## src/rtl/spr_window_gen_r.sv

```systemverilog
// spr_window_gen_r: 1x3 horizontal pixel window with column/row tracking and a per-frame line-length check.
// Define SPR_WIN_EDGE_REPLICATE_EN to pad missing neighbours with curr instead of 0.
module spr_window_gen_r #(
    parameter int DW = 12,
    parameter int CW = 12
) (
    input  logic          clk,
    input  logic          rst,
    input  logic          i_hs,
    input  logic          i_vs,
    input  logic [DW-1:0] i_pix,
    output logic          o_hs,
    output logic          o_vs,
    output logic [DW-1:0] prev,
    output logic [DW-1:0] curr,
    output logic [DW-1:0] next,
    output logic [CW-1:0] o_col,
    output logic [CW-1:0] o_row,
    output logic          o_len_err
);
    logic          hs1_q, hs2_q, vs1_q, vs2_q;
    logic [DW-1:0] s0_q, s1_q, s2_q, pad;
    logic          v0_q, v1_q, v2_q;
    logic [CW-1:0] col_q, col_d, row_q, row_d, cnt_q, cnt_d, ref_q, ref_d;
    logic          ref_v_q, ref_v_d, err_q, err_d, acc, vs_rise, line_end;

    function automatic logic [CW-1:0] sat_inc(input logic [CW-1:0] x);
        return (&x) ? x : x + 1'b1;
    endfunction

    always_comb begin
        acc      = i_hs && i_vs;
        vs_rise  = i_vs && !vs1_q;
        line_end = i_vs && !acc && (cnt_q != '0);
        cnt_d    = acc ? sat_inc(cnt_q) : '0;
        ref_v_d  = !vs_rise && (ref_v_q || line_end);
        ref_d    = (line_end && !ref_v_q) ? cnt_q : ref_q;
        err_d    = !vs_rise && (err_q || (line_end && ref_v_q && (cnt_q != ref_q)));
        col_d    = v1_q ? sat_inc(col_q) : (hs2_q ? col_q : '0);
        row_d    = !vs2_q ? '0 : ((hs2_q && !hs1_q) ? sat_inc(row_q) : row_q);
    end

    // Dropping i_vs kills every in-flight pixel, so a truncated frame never leaks out.
    always_ff @(posedge clk or posedge rst) begin
        if (rst) begin
            hs1_q   <= 1'b0;
            hs2_q   <= 1'b0;
            vs1_q   <= 1'b0;
            vs2_q   <= 1'b0;
            s0_q    <= '0;
            s1_q    <= '0;
            s2_q    <= '0;
            v0_q    <= 1'b0;
            v1_q    <= 1'b0;
            v2_q    <= 1'b0;
            col_q   <= '0;
            row_q   <= '0;
            cnt_q   <= '0;
            ref_q   <= '0;
            ref_v_q <= 1'b0;
            err_q   <= 1'b0;
        end else begin
            hs1_q   <= i_hs;
            hs2_q   <= hs1_q;
            vs1_q   <= i_vs;
            vs2_q   <= vs1_q;
            s0_q    <= acc ? i_pix : '0;
            s1_q    <= s0_q;
            s2_q    <= s1_q;
            v0_q    <= acc;
            v1_q    <= v0_q && i_vs;
            v2_q    <= v1_q && i_vs;
            col_q   <= col_d;
            row_q   <= row_d;
            cnt_q   <= cnt_d;
            ref_q   <= ref_d;
            ref_v_q <= ref_v_d;
            err_q   <= err_d;
        end
    end

`ifdef SPR_WIN_EDGE_REPLICATE_EN
    assign pad = s1_q;
`else
    assign pad = '0;
`endif

    assign o_hs      = hs2_q;
    assign o_vs      = vs2_q;
    assign curr      = v1_q ? s1_q : '0;
    assign prev      = v1_q ? (v2_q ? s2_q : pad) : '0;
    assign next      = v1_q ? (v0_q ? s0_q : pad) : '0;
    assign o_col     = hs2_q ? col_q : '0;
    assign o_row     = vs2_q ? row_q : '0;
    assign o_len_err = err_q;
endmodule

```

## config.mk

```make
export PLATFORM = sky130hd
export DESIGN_NAME = spr_window_gen_r
export DESIGN_NICKNAME = d
export VERILOG_FILES = /design/src/rtl/spr_window_gen_r.sv
export SDC_FILE = /design/constraint.sdc
export NUM_CORES = 1
export LEC_CHECK = 0
export CAP_MARGIN = 20
export CORE_UTILIZATION = 55
export CTS_CLUSTER_DIAMETER = 80
export DETAILED_ROUTE_END_ITERATION = 8
export PLACE_DENSITY = 0.85
export SETUP_SLACK_MARGIN = 0.02
export SYNTH_ARGS = -nofsm -noshare
export SYNTH_HDL_FRONTEND = slang
export SYNTH_SLANG_ARGS = --single-unit
```

## constraint.sdc

```tcl
create_clock -name clk -period 5.1 [get_ports clk]
set_input_delay 0.51 -clock clk [delete_from_list [all_inputs] [get_ports clk]]
set_output_delay 0.51 -clock clk [all_outputs]
set_load 0.01 [all_outputs]
```

==> results by group, run 1 <==
Outcome
  • Outcome: finished clean

CTS
  • Total setup buffers inserted after CTS: 0
  • CTS Root Cell: clkbuf_8
  • CTS-repair resized insts: 0
  • H-tree levels: 3
  • Clk_lat worst skew: 0.37 ns
  • CTS tree: yes
  • CTS sink count: 93
  • Cts bufs inserted: 9
  • Number of buffers on the longest clock path: 2
  • Worst-path clk slew: 0.10 ns
  • CTS hold repair buffers: 0

Worst hold path
  • Hold endpoint: s2_q[2]$_DFF_PP0_
  • Hold Path Depth: 0
  • Min-Delay Path Class: flop to flop
  • Hold path start: s1_q[2]$_DFF_PP0_

Cells and area
  • Total Nets Final: 491
  • Share of layout cells above drive strength 1: 8.40%
  • Final cell count without fillers: 578
  • Ant diodes: 0
  • Synthesis-to-finish area growth: 22.7%

Yosys
  • Yosys warnings: 0
  • Async S/R FF share, synth: 100%
  • Top post-synthesis cells by area: dfrtp_1, and2_1, and3_1, mux2_4, xnor2_1
  • Seq/Total Area, Yosys: 53.6%
  • Top cell type by total area after synthesis: dfrtp_1
  • Synth top area share: 53.6%
  • Mean Syn Cell Area: 10.7 sq um
  • Net Count, Synth: 425
  • Yosys cell types: 53
  • EDFF count, synth: 0
  • Post-synth top flop: dfrtp_1
  • Mapped Area: 4340 sq um
  • Register bit total from synthesis: 93
  • Synth Instances: 405

Worst setup path
  • WP data required: 4.59 ns
  • Worst reg2reg setup slack: 2.79 ns
  • Worst r2r src: v1_q$_DFF_PP0_
  • Crit-path max FO: 44
  • Worst reg-to-reg path cell count: 4
  • Crit path kind: flop to output port
  • Setup crit start kind: flop
  • Worst Path Arrival: 2.16 ns
  • Worst Setup End Kind: output port
  • Reg2reg end: col_q[4]$_DFFE_PP0P_

Route
  • Drt first pass iters: 5
  • Vias/cell: 5.68
  • Wire per inst: 15.2 um
  • DRT iter0 DRCs: 127
  • Vias after detailed routing: 3281
  • ANT nets after route: 0
  • Routed wire length: 8790 um
  • Drt drc: 0

Power and ir drop
  • Power Dens Cells: 250 nW/um^2
  • Static Leak: 2.42 nW
  • Worst VDD drop: 0.146 mV

Flow run
  • Number of max-cap violations: 0

Global route
  • GR peak layer: met2
  • M1 GR Usage: 32.1%
  • GRT met2 Usage: 37.6%
  • First-pass GRT wire length: 15500 um
  • Initial antenna violation count: 0
  • GRT overflow: 0
  • Global Route Usage Sum: 23.5%
  • Vias in the first global route: 3200
  • Met3 GRT Util: 3.45%
  • Largest net degree at the start of global routing: 49

Floorplan
  • Die width: 90.9 um
  • Core area: 7690 sq um
  • Initial core utilization: 56.5%
  • Row cnt: 32
  • Die area: 8260 sq um
  • Num ports: 79
  • Die height: 90.9 um

Placed design
  • # port buffers: 78
  • GPL Wtd Cong: 0.841
  • Inst Count DP: 562
  • DP HPWL: 6150 um

STA
  • Fin Setup TNS: 0 ns
  • Slew at the pin closest to its max-slew limit: 0.929 ns
  • RSZ-0062 raised after global routing: no
  • Max-slew violation count: 0
  • Peak Freq: 375 MHz
  • Rel. slew slack: 38.1%
  • Final Skew: 0.0105 ns
  • Final setup viols: 0
  • Crit share post-route: 52.3%
  • Count of final hold-check violations: 0
  • Crit path time final: 2.67 ns
-- placed cells by master, fill, tap and decap left out, types with 3 or more instances in the layout --
cell type	Yosys	routed
a21oi_1	7	7
and3_1	40	40
or4_1	4	4
nor3_1	6	6
o21ai_0	11	11
nand4_1	10	10
xnor2_1	15	15
o311ai_0	3	3
inv_1	11	10
o31ai_1	5	5
and2_1	40	40
a31oi_1	6	6
ha_1	4	4
dfrtp_1	93	93
clkdlybuf4s50_1	0	78
mux2_2	5	5
inv_6	0	4
nand3_1	15	15
nor2_1	25	25
o2111ai_1	3	3
xor2_1	7	7
mux2_4	10	10
nor2b_1	3	3
nand2_1	25	25
clkbuf_8	0	9
and4_1	4	4
-- flip-flops by register name, summed over array words and instances, names as in the netlist --
| signal | cells |
|---|---|
| cnt_q | 12 |
| col_q | 12 |
| ref_q | 12 |
| row_q | 12 |
| s0_q | 12 |
| s1_q | 12 |
| s2_q | 12 |
| hs1_q | 1 |
| o_hs | 1 |
| o_len_err | 1 |
| o_vs | 1 |
| ref_v_q | 1 |
| v0_q | 1 |
| v1_q | 1 |
| v2_q | 1 |
| vs1_q | 1 |
-- synth_stat cells (2+ instances only) --
library cell   n
dfrtp_1       93
and2_1        40
and3_1        40
nand2_1       25
nor2_1        25
nand3_1       15
xnor2_1       15
clkbuf_1      13
inv_1         11
o21ai_0       11
mux2_4        10
nand4_1       10
a21oi_1        7
xor2_1         7
a31oi_1        6
buf_2          6
nor3_1         6
mux2_2         5
o31ai_1        5
and4_1         4
ha_1           4
or4_1          4
buf_6          3
nor2b_1        3
o2111ai_1      3
o311ai_0       3
mux2i_1        2
nand2b_1       2
nor4_1         2
or3_1          2
-- through the flow --
| stage | cell area [sq um] | hold WS (ns) | util [%] | power (mW) | setup slack [ns] |
|---|---|---|---|---|---|
| 2_1_floorplan | 4340 | 0.346 | - | 0.837 | 2.17 |
| 4_1_cts | 5330 | 0.366 | 69.3 | 1.35 | 2.39 |
| 5_1_grt | 5330 | 0.376 | 69.3 | 1.39 | 2.23 |
| 3_5_place_dp | 5140 | 0.353 | 66.9 | 0.875 | 2.79 |
| 3_3_place_gp | 5140 | 0.349 | 66.9 | 0.870 | 2.82 |
| 6_report | 5330 | 0.366 | 69.3 | 1.33 | 2.43 |
-- final cells by class --
cell class / count / area [sq um]
clock buffers: 9 / 124
clock inverters: 7 / 65.1
fillers: 569 / 2360
inverters: 12 / 46.3
multi-input cells: 276 / 1850
flip-flops and latches: 93 / 2330
well taps: 102 / 128
repair buffers: 79 / 788
-- how the worst max path moves through the flow --
stage,startpoint,endpoint,depth (start not counted)
final,v1_q$_DFF_PP0_,next[2],2
after global routing,v1_q$_DFF_PP0_,next[11],2
after CTS,v1_q$_DFF_PP0_,next[2],2
after detailed placement,i_vs,cnt_q[7]$_DFFE_PP0P_,5
after global placement,i_vs,ref_q[10]$_DFFE_PP0P_,3
after floorplan,rst,cnt_q[0]$_DFFE_PP0P_,1
-- kinds of logic (layout without fill, tap and decap cells) --
| family | count (synthesis) | in the layout | share of synthesized area, % |
|---|---|---|---|
| fa+ha+maj | 4 | 4 | 1.15 |
| compound gates | 46 | 46 | 7.23 |
| flops | 93 | 93 | 53.6 |
| xor+xnor | 22 | 22 | 4.44 |
| simple gates | 187 | 187 | 24.6 |
| mux | 17 | 17 | 5.21 |
| buf+inv | 36 | 107 | 3.83 |
-- critical path, cell delays in order (launching register included) --
cell and delay (ns):
dfrtp_1 0.96, and3_1 0.29, clkdlybuf4s50_1 0.54
-- per-layer routing --
metal	part of all wire (%)	up-vias
li1	-	1554
met1	46	1606
met2	48	104
met3	4.4	17
met4	2.0	0
met5	0	-
-- power breakdown --
group	total, mW	switching [mW]	internal, mW	leakage (nW)
sequential	0.778	0.0199	0.758	1.26
clock	0.473	0.285	0.188	0.0978
combinational	0.0809	0.0429	0.0380	1.06
total	1.33	0.348	0.984	2.42
Note: power is estimated with default switching activity, not from simulation.
==> inputs of run 2 (changes only) <==
- CORE_UTILIZATION: 55 -> 47
- PLACE_DENSITY: 0.85 -> 0.78
- clock period: 5.1 -> 2.15 ns (I/O delays scaled with it)
==> results by group, run 2 (synthesis results as in run 1) <==
Outcome
  • Outcome: finished, violations left
  • Failing checks: DRC

Power and ir drop
  • Static Leak: 2.45 nW (+1.1%)
  • Reg power frac: 59.2% (+0.8 points)
  • Worst VDD drop: 0.291 mV (+100%)
  • Clk network pwr share: 34.1% (-1.4 points)
  • Int Pwr: 2.33 mW (+140%)
  • Net Sw Power: 0.779 mW (+120%)
  • Logic pwr share: 6.6% (+0.5 points)
  • Net Sw Frac: 25.1% (-1.0 points)
  • Power Dens Cells: 575 nW/um^2 (+130%)

Floorplan
  • Row cnt: 34 (+6.3%)
  • Initial core utilization: 49.1% (-7.4 points)
  • Die width: 98.1 um (+8.0%)
  • Die area: 9630 sq um (+17%)
  • Num ports: 79 (unchanged)
  • Die height: 98.1 um (+8.0%)
  • Core area: 8850 sq um (+15%)

Global route
  • First-pass GRT wire length: 15500 um (about the same)
  • GRT met2 Usage: 34.0% (-3.5 points)
  • Met3 GRT Util: 3.08% (-0.37 points)
  • Initial antenna violation count: 0 (unchanged)
  • Global Route Usage Sum: 20.3% (-3.2 points)
  • M1 GR Usage: 25.8% (-6.3 points)
  • GRT overflow: 0 (unchanged)
  • GR peak layer: met2
  • Largest net degree at the start of global routing: 94 (+92%)
  • Vias in the first global route: 3259 (+1.8%)

CTS
  • Cts bufs inserted: 9 (unchanged)
  • Worst-path clk slew: 0.10 ns (about the same)
  • CTS Root Cell: clkbuf_8
  • CTS tree: yes
  • CTS sink count: 93 (unchanged)
  • Total setup buffers inserted after CTS: 0 (unchanged)
  • Clk_lat worst skew: 0.36 ns (about the same)
  • Number of buffers on the longest clock path: 2 (unchanged)
  • H-tree levels: 3 (unchanged)

STA
  • Max-slew violation count: 0 (unchanged)
  • Fin Setup TNS: 0 ns (unchanged)
  • Final setup viols: 0 (unchanged)
  • Count of final hold-check violations: 0 (unchanged)
  • Worst hold margin: 0.311 ns (-0.0552 ns)
  • Crit share post-route: 93.1%
  • Slew at the pin closest to its max-slew limit: 0.545 ns (-0.384 ns)
  • Peak Freq: 500 MHz
  • Rel. slew slack: 63.5% (+25 points)
  • RSZ-0062 raised after global routing: no
  • Final WS setup: 0.149 ns (-2.28 ns)
  • Final Skew: 0.00995 ns (-0.000520 ns)
  • Crit path time final: 2.00 ns

Cells and area
  • Final instance area: 5400 sq um (+1.3%)
  • Commonest non-fill, non-tap cell in the layout: dfrtp_1
  • Synthesis-to-finish area growth: 24.3%
  • Total Nets Final: 499 (+1.6%)
  • Share of layout cells above drive strength 1: 9.92% (+1.5 points)
  • Most frequent cells in the layout: dfrtp_1, clkdlybuf4s50_1, and2_1, and3_1
  • Ant diodes: 0 (unchanged)

Placed design
  • DP HPWL: 6660 um (+8.3%)
  • # port buffers: 78 (unchanged)
  • DP Worst Slack: 0.354 ns (-2.43 ns)
  • GPL Wtd Cong: 0.852 (+1.3%)
  • Placed Area: 5220 sq um (+1.6%)

Flow run
  • Number of max-cap violations: 0 (unchanged)

Route
  • Vias/cell: 5.52 (-2.8%)
  • Wire per inst: 15.5 um (+1.9%)
  • Routed wire length: 9170 um (+4.4%)
  • Drt first pass iters: 7 (+2)
  • Drt drc: 8 (+8)
  • ANT nets after route: 0 (unchanged)
  • DRT iter0 DRCs: 152 (+20%)
  • Vias after detailed routing: 3266 (-0.46%)

Worst setup path
  • CP bufs+invs: 2 (+1)
  • CP Cell Sequence: buf_4 > and3_1 > clkdlybuf4s50_1
  • Delay-heaviest family, CP: buffers and inverters
  • WP data required: 1.93 ns (-2.66 ns)
  • Crit-path max FO: 20 (-55%)
  • Worst Path Arrival: 1.79 ns (-0.37 ns)
  • Worst Setup End Kind: output port
  • Crit path kind: flop to output port
  • CP max stage cell: clkdlybuf4s50_1
  • Setup crit start kind: flop
  • Worst path max stage delay: 0.54 ns (-0.42 ns)

Worst hold path
  • Min-Delay Path Class: input port to async pin
## run 2: worst min-delay path: cells and delay by family
family,cells,cell delay [ns]
buf+inv,3,0.90
## run 2: power groups by stage
| stage | sequential, mW | combinational (mW) | clock (mW) |
|---|---|---|---|
| 2_1_floorplan | 1.86 | 0.127 | 0 |
| 3_3_place_gp | 1.87 | 0.206 | 0 |
| 3_5_place_dp | 1.88 | 0.211 | 0 |
| 4_1_cts | 1.84 | 0.211 | 1.09 |
| 5_1_grt | 1.85 | 0.232 | 1.16 |
| 6_report | 1.84 | 0.207 | 1.06 |
## run 2: area by class of cell
class | instances | area, sq um
fillers | 726 | 3450
flip-flops and latches | 93 | 2330
multi-input cells | 276 | 1850
repair buffers | 87 | 861
well taps | 108 | 135
clock buffers | 10 | 128
clock inverters | 6 | 48.8
inverters | 12 | 48.8
## run 2: path summary, 6_finish.rpt
path / from / endpoint / slack (ns) / cells after the start
max in group asynchronous: rst / v1_q$_DFF_PP0_ / 1.41 / 3
min in group clk: s1_q[0]$_DFF_PP0_ / s2_q[0]$_DFF_PP0_ / 0.37 / 0
hold reg to reg: s1_q[0]$_DFF_PP0_ / s2_q[0]$_DFF_PP0_ / 0.37 / 0
setup reg to reg: col_q[0]$_DFFE_PP0P_ / col_q[4]$_DFFE_PP0P_ / 0.33 / 5
hold / removal: rst / cnt_q[4]$_DFFE_PP0P_ / 0.31 / 3
setup / recovery: v1_q$_DFF_PP0_ / next[9] / 0.15 / 3
## run 2: per-stage QoR
step	power, mW	cells	util (%)
after floorplan	1.99	405	-
after global placement	2.08	576	59.0
after detailed placement	2.09	576	59.0
after CTS	3.14	592	61.0
after global routing	3.24	592	61.0
final	3.11	592	61.0
## run 2: per-layer routing
metal  vias to the layer above  wire [um]
li1                       1573          -
met1                      1608       4020
met2                        70       4660
met3                        15        283
met4                         0        206
met5                         -          0
## run 2: repair_timing
item                       4_1_cts  5_1_grt
hold buffers                     0        0
setup endpoints to repair        0       22
gates resized for setup          0        1
hold endpoints to repair         0        0
==> inputs of run 3 (changes only) <==
- GPL_ROUTABILITY_DRIVEN: default -> 1
==> results of run 3 <==
Final layout, timing and power as in run 2 (identical DEF).
